$ cat src/rtl/simon_data_out.sv
// Collects one or two SIMON result blocks from the cipher core and frames them as a byte packet
// with a sequence count and an info byte, holding the packet until downstream takes it.
module simon_data_out #(
    parameter int unsigned N    = 16,
    parameter logic [3:0]  MODE = 4'h0
) (
    input  logic                      clk,
    input  logic                      R,
    input  logic                      doneDATA,
    input  logic [1:0][N-1:0]         outDATA,
    input  logic                      lastBLOCK,
    input  logic                      loadPKT,
    output logic                      loadDATA,
    output logic                      newPKT,
    output logic [(1+N/2):0][7:0]     out,
    output logic [7:0]                countOUT
);

    typedef enum logic [1:0] {StIdle, StCapture, StPack, StSend} state_e;

    state_e                  state_q, state_d;
    logic                    slot_q, slot_d;
    logic                    last_q, last_d;
    logic [4*N-1:0]          data_q, data_d;
    logic                    load_q, load_d;
    logic                    newpkt_q, newpkt_d;
    logic [(1+N/2):0][7:0]   out_q, out_d;
    logic [7:0]              count_q, count_d;
    logic [4*N-1:0]          pk_data;
    logic [7:0]              info;

    // A lone block leaves slot 1 empty; stale words from an earlier packet must not leak out.
    always_comb begin
        pk_data = slot_q ? data_q : {{(2*N){1'b0}}, data_q[2*N-1:0]};
        info    = {slot_q, 1'b0, 1'b0, 1'b1, MODE};
    end

    always_comb begin
        state_d  = state_q;
        slot_d   = slot_q;
        last_d   = last_q;
        data_d   = data_q;
        load_d   = load_q;
        newpkt_d = newpkt_q;
        out_d    = out_q;
        count_d  = count_q;
        unique case (state_q)
            StIdle: begin
                if (doneDATA) begin
                    if (slot_q) begin
                        data_d[4*N-1:2*N] = outDATA;
                    end else begin
                        data_d[2*N-1:0] = outDATA;
                    end
                    last_d  = lastBLOCK;
                    load_d  = 1'b1;
                    state_d = StCapture;
                end
            end
            StCapture: begin
                load_d = 1'b0;
                if (!slot_q && !last_q) begin
                    slot_d  = 1'b1;
                    state_d = StIdle;
                end else begin
                    state_d = StPack;
                end
            end
            StPack: begin
                out_d    = {info, count_q, pk_data};
                newpkt_d = 1'b1;
                state_d  = StSend;
            end
            StSend: begin
                // Release wins over a waiting doneDATA; the capture happens from IDLE next edge.
                if (loadPKT) begin
                    newpkt_d = 1'b0;
                    count_d  = count_q + 8'd1;
                    slot_d   = 1'b0;
                    state_d  = StIdle;
                end
            end
            default: state_d = StIdle;
        endcase
    end

    always_ff @(posedge clk or posedge R) begin
        if (R) begin
            state_q  <= StIdle;
            slot_q   <= 1'b0;
            last_q   <= 1'b0;
            data_q   <= '0;
            load_q   <= 1'b0;
            newpkt_q <= 1'b0;
            out_q    <= '0;
            count_q  <= 8'd0;
        end else begin
            state_q  <= state_d;
            slot_q   <= slot_d;
            last_q   <= last_d;
            data_q   <= data_d;
            load_q   <= load_d;
            newpkt_q <= newpkt_d;
            out_q    <= out_d;
            count_q  <= count_d;
        end
    end

    assign loadDATA = load_q;
    assign newPKT   = newpkt_q;
    assign out      = out_q;
    assign countOUT = count_q;

endmodule

$ cat config.mk
export PLATFORM = sky130hd
export DESIGN_NAME = simon_data_out
export DESIGN_NICKNAME = d
export VERILOG_FILES = /design/src/rtl/simon_data_out.sv
export SDC_FILE = /design/constraint.sdc
export NUM_CORES = 1
export LEC_CHECK = 0
export CAP_MARGIN = 30
export CORE_AREA = 3 3 115 117
export DETAILED_ROUTE_END_ITERATION = 6
export DIE_AREA = 0 0 118 120
export PLACE_DENSITY = 0.78
export SLEW_MARGIN = 20
export SYNTH_ARGS = -nofsm -noshare
export SYNTH_HDL_FRONTEND = slang
export SYNTH_SLANG_ARGS = --single-unit
$ cat constraint.sdc
create_clock -name clk -period 8.4 [get_ports clk]
set_input_delay 0.84 -clock clk [delete_from_list [all_inputs] [get_ports clk]]
set_output_delay 0.84 -clock clk [all_outputs]
set_load 0.03 [all_outputs]
Word level (Yosys, flattened, before mapping)
Index checks and enable logic that the tools add are counted.
Storage, ports and cells
  register bits after elaboration: 152
  bits of input ports: 37
  output and inout bits: 90
  logic and storage cells: 52
Cells by class
  $add $sub $neg: 1
  equality and inequality tests: 6
  muxes and demuxes: 11
  bitwise logic cells: 1
  reductions and logical operators: 15
Operators by type and width (count)
  $mux W64: 1
  $reduce_and A2 Y1: 5
  $reduce_and A3 Y1: 3
  $add A8 B1 Y8 const B: 1
  $pmux W2 S4: 1
  $mux W2: 3
  $ne A2 B2 Y1 const B: 3
  $pmux W1 S2: 3
  $reduce_bool A2 Y1: 3
  $eq A2 B2 Y1 const B: 2
  $mux W1: 3
  $eq A2 B1 Y1 const B: 1
  $logic_not A1 Y1: 2
  $logic_not A2 Y1: 1
  $logic_and A1 B1 Y1: 1
  $not A1 Y1: 1

Depth between registers and ports, before layout
  depth in word-level cells: 4
  gate-level depth with buffers: 7
  gate-level depth less buffers: 3

Worst setup path after synthesis
Ideal clock, no wire load.
  path type: in2reg
  start: input doneDATA
  end: register data_q[32]
  arrival time: 1.747 ns
  data required time: 8.275 ns
  path slack: 6.528 ns
  stages on the path: 5
  buffers on the path: 2
  path through: nor3b_2 -> and2_1 -> buf_6 -> buf_12 -> mux2_4
On the way
  word-level cells in the longest chain between the ends: 1
RTL lines
  from (decl): RTL line 9  | input logic doneDATA,
  $reduce_and A3 Y1 (no line)
  to (signal assigned): RTL line 101  | data_q <= data_d;
  to (decl): RTL line 24  | logic [4*N-1:0] data_q, data_d;
No other way between the ends.
A chain may end at the register's enable or synchronous reset.

Final worst setup path
  start: input doneDATA
  end: register data_q[62]
Same word-level chain as after synthesis.

==> impl_metrics.yaml <==
status:
  status: "completed"
hold_path:
  hp-class: "reg2reg"
synth:
  ys_seq_area_frac: 0.618
  yosysTopAreaCell: "dfrtp_1"
  async_flop_share: 1.00
  yosysWarningCount: 0
  synth.avg_cell_area_um2: 14.3
  ys_ff_latch: 152
  synth_top_area_share: 0.618
  synth_commonest_cells: "dfrtp_1 (152), nand2_1 (72), mux2_4 (60), mux2_2 (45), o21ai_0 (35)"
  yosys-top-cells-area: "dfrtp_1 (62%), mux2_4 (15%), mux2_2 (8.2%)"
  synth_cells: 431
  synth_cell_type_count: 27
  synth_enable_flop_cells: 0
  synth_ff_type: "dfrtp_1"
  synth.most_common_cell: "dfrtp_1"
  netlist_area_mm2: 0.00615
routing:
  vias: 3600
  viasPerCell: 4.91
  routedWlPerCell_um: 16.6
  ant_nets: 0
  wirelength_um: 12100
  drt_iter0_markers: 162
  dr.pass1.iters: 5
  drc: 0
clocking:
  cts.htree.levels: 4
  cts_resized: 0
  cts_buffers: 17
  clock_path_buffers: 2
  cts_hold_buf: 0
  cts.sinks: 152
  cts_setup_buffers: 0
  clk_latency_ns: 0.41
  tritoncts: "built"
  cts_root_buf: "clkbuf_16"
  clkTransAtPathRegs_ns: 0.06
power:
  powerDensity_mw_per_mm2: 439
  total_leakage_power_uw: 0.00358
  peakVddDrop_v: 0.000238
  finalPower_uw: 3510
setup_path:
  crit_path_top_delay_cell: "and2_2"
  worstPathCellList: "clkdlybuf4s50_1, nor3b_2, and2_2, buf_16, mux2_2"
  path_class: "in2reg"
  cp.buffers_inverters: 2
  crit_family: "simple AND/OR/NAND/NOR gates"
  slowest_delay_ns: 0.59
  worstPathRequired_ns: 8.69
  startpoint_type: "primary input"
  crit_arrival_ns: 2.79
  cp_max_fo: 17
  endpoint_kind: "register"
global_routing:
  grt_pass1_wl_um: 20200
  grt_max_degree: 82
  grt-ovfl-total: 0
  antenna_found_initial: 0
  grt.total_usage: 0.180
  grt_pass1_vias: 3854
place:
  io_buffers: 120
  hpwl_um: 8110
  place_area_mm2: 0.00742
  gp_congestion: 0.744
floorplan:
  pin_count: 127
  core_mm2: 0.0125
  fp.dieW_um: 118
  fp.dieH_um: 120
  rows: 41
  initial_utilization: 0.494
  die_area_mm2: 0.0142
finish:
  fill_cells: 923
  layout-area-overhead-vs-synth_pct: 29.9
  stdcell_area_mm2: 0.00800
  fin_nets: 586
  antenna_cells: 0
  drive_gt1_frac: 0.255
sta:
  setup_violations: 0
  setup_tns_ns: 0
  max-slew-margin-rel: 0.431
  tightest_slew_ns: 0.853
  post-route-min-period_ns: 2.49
  clock_skew_ns: 0.0104
  whs_ns: 0.480
  maxSlewViolCount: 0
  post-route-period-util: 0.297
  fmax_mhz: 401
  grt_setup_unrepaired: "false"
  hold_viol_final: 0
job:
  maxCapViolations: 0
[placed cells by master (no fill, tap or decap), types with 2 or more instances in the layout]
cell and n:
dfrtp_1 152, clkbuf_1 5, inv_1 3, bufinv_16 2, nand2_1 72, clkbuf_8 3
nor3_1 2, clkbuf_16 17, o21ai_0 35, clkdlybuf4s50_1 120, conb_1 6, a21oi_1 5
xnor2_1 4, mux2_2 45, mux2_4 60, nand4_1 3, nor2_1 2, buf_16 2
xor2_1 3, buf_4 2, nand3_1 2, clkinv_2 3, clkinv_4 2
[path summary, 6_finish.rpt]
kind                            startpoint          to  slack, ns  cells after the start
worst min register to register     out[32]     out[32]       0.48                      2
worst max-delay path              doneDATA  data_q[62]       5.91                      5
worst min-delay path               out[32]     out[32]       0.48                      2
worst max register to register      slot_q  data_q[62]       5.91                      4
min in group asynchronous                R      out[7]       0.92                      2
max in group asynchronous                R  data_q[37]       6.12                      3
[cell type report]
cell class,instances,area [µm²],area share
clock buffer,25,485,0.0607
multi-input combinational,248,2090,0.261
tap,172,215,0.0269
sequential,152,3800,0.476
inverter,4,20.0,0.00250
clock inverter,7,92.6,0.0116
timing repair buffer,125,1290,0.161
[report_power, final]
group / internal, µW / switching, µW
registers: 1080 / 225
logic: 733 / 730
clock network: 461 / 286
total: 2270 / 1240
[flip-flops by register name, indices dropped and copies added, names as in the netlist, named ones only]
register	cells
out	74
data_q	64
countOUT	8
last_q	1
loadDATA	1
newPKT	1
slot_q	1
state_q	1
[kinds of logic (layout without fill, tap and decap cells)]
| logic type | after synthesis | count (layout) | share of synthesized area |
|---|---|---|---|
| DFF | 152 | 152 | 0.618 |
| and+or+nand+nor | 88 | 88 | 0.0600 |
| AOI/OAI and AO/OA | 41 | 41 | 0.0335 |
| buffers and inverters | 36 | 161 | 0.0472 |
| other | 1 | 6 | 0.000609 |
| adders and majority gates | 1 | 1 | 0.00203 |
| muxes | 105 | 105 | 0.229 |
| xor gates and xnor gates | 7 | 7 | 0.00996 |
[tightest hold or removal path, stage by stage, from the launching register on]
cell and delay [ns]:
dfrtp_1 0.34, nand2_1 0.05, o21ai_0 0.06
[per-stage QoR]
stage	setup WS [ns]	utilization	instances
after detailed placement	5.48	0.595	701
final	5.91	0.642	733
after CTS	5.84	0.642	733
after global placement	5.34	0.589	698
after floorplan	3.47	-	436
after global routing	5.77	0.642	733
[metal layers]
| layer | wire (µm) | vias to the layer above | global-route usage | share of wire |
|---|---|---|---|---|
| li1 | - | 1678 | - | - |
| met1 | 5410 | 1809 | 0.237 | 0.45 |
| met2 | 5970 | 95 | 0.290 | 0.49 |
| met3 | 519 | 18 | 0.0481 | 0.043 |
| met4 | 231 | 0 | 0.0667 | 0.019 |
| met5 | 0 | - | 0 | 0 |
Power figures use the tool's default switching activity.
==> RTL change (config.mk and constraints unchanged) <==
Encoding of `state_e`: now Gray code (2 bits for 4 states).
--- a/src/rtl/simon_data_out.sv
+++ b/src/rtl/simon_data_out.sv
@@ -16,7 +16,7 @@
     output logic [7:0]                countOUT
 );
 
-    typedef enum logic [1:0] {StIdle, StCapture, StPack, StSend} state_e;
+    typedef enum logic [1:0] {StIdle = 2'b00, StCapture = 2'b01, StPack = 2'b11, StSend = 2'b10} state_e;
 
     state_e                  state_q, state_d;
     logic                    slot_q, slot_d;
Behaviour: no difference found for any inputs over 10 cycles, from zero or initial values; not proved beyond that.
==> RTL change against the original RTL <==
Maximum frequency down 5.1%; wire length decreased by 3.2%; sequential cell count unchanged; synthesized area decreased by 1.9%; utilization decreased by 0.88 points; first-iteration DRC count fell by 1.9%; design area decreased by 1.4%; worst setup slack got worse by 130 ps; combinational power is 8% lower; count of clock-buffer cells in the layout down 6; power shrank 3.8%; clock skew is 4.4 ps lower; critical path type unchanged; largest power group unchanged.
==> RTL change: results (changes against the original RTL) <==
- Register area share after synthesis: 63.0% (+1.2 points)
- Post-synth top cells: dfrtp_1, nand2_1, mux2_2, o21ai_0, mux2_4
- Final-layout clock-cell area share: 7.25% (+0.022 points)
- Layout fillers: 948 (+2.7%)
- Post-DP HPWL: 7.62 mm (-6.0%)
- Post-layout power: 3.38 mW (-3.8%)
- Multi-input logic area: 2000 µm² (-4.2%)
- Net Sw Frac: 35.4% (+0.10 points)
- First-pass GRT wire length: 19.1 mm (-5.6%)
- Unique cell type count in the Yosys netlist: 29 (+7.4%)
- Routed WL: 11.7 mm (-3.2%)
- Clock Skews: 5.91 ps (-4.45 ps)
- Seq cells: 152 (unchanged)
- Slowest CP cell: nor3_4
- Worst-path fanout max: 18 (+1)
- Worst reg2reg path startpoint: state_q[0]
- Routability Congestion: 0.790 (+6.2%)
- Synth Area in Compound Gates: 3.40% (+0.043 points)
- Largest net degree at the start of global routing: 83 (+1.2%)
- Data buffer area share: 16.1% (-0.028 points)
- Outcome: complete, no violations
- Nets: 588 (+0.34%)
- Synth Area in XOR/XNOR: 1.02% (+0.019 points)
- Area share of fa/ha/maj cells after synthesis: 0.207% (+0.0039 points)
- Share of cells above drive strength 1: 25.6% (+0.13 points)
- Critical path arrival: 2910 ps (+120 ps)
- Top cells by area, synth: dfrtp_1, mux2_2, mux2_4
- Mux share of post-synthesis cell area: 21.3% (-1.6 points)
- Combinational power share: 40.1% (-1.5 points)
- Initial drt markers: 159 (-1.9%)
- Comb_multi_in: 249 (+0.40%)
- Slowest cell delay on critical path: 700 ps (+110 ps)
- Worst vdd ir: 0.000207 V (-13%)
- Invs w/o clock: 5 (+1)
- 1st-pass router iterations: 4 (-1)
- Worst Hold End: out[76]
RTL change: changes by cell type in the layout (fill, tap and decap cells not counted), sizes merged, moves of 2 or more:
cell,change
nand2,+2
clkinvlp,+3
clkinv,+2
nand4,-2
and3,-2
clkbuf,-6
RTL change: layer usage:
metal,routed length (µm),global-route usage (%),up-vias
li1,-,-,1679
met1,5400,22.7,1816
met2,5670,27.0,97
met3,520,4.76,16
met4,154,6.67,0
met5,0,0,-
RTL change: through the flow:
step           cell area, µm²  hold WS [ps]  setup WS (ps)  utilization (%)  cells
6_report                 7890           472           5770             63.3    734
5_1_grt                  7890           491           5700             63.3    734
4_1_cts                  7860           474           5700             63.1    733
3_5_place_dp             7290           458           5270             58.5    702
3_3_place_gp             7270           449           5360             58.3    701
2_1_floorplan            6060           454           3470                -    436
RTL change: critical path: cells and delay by family:
family	cells	cell delay, ps
muxes	1	360
and+or+nand+nor	2	780
buffers and inverters	2	930
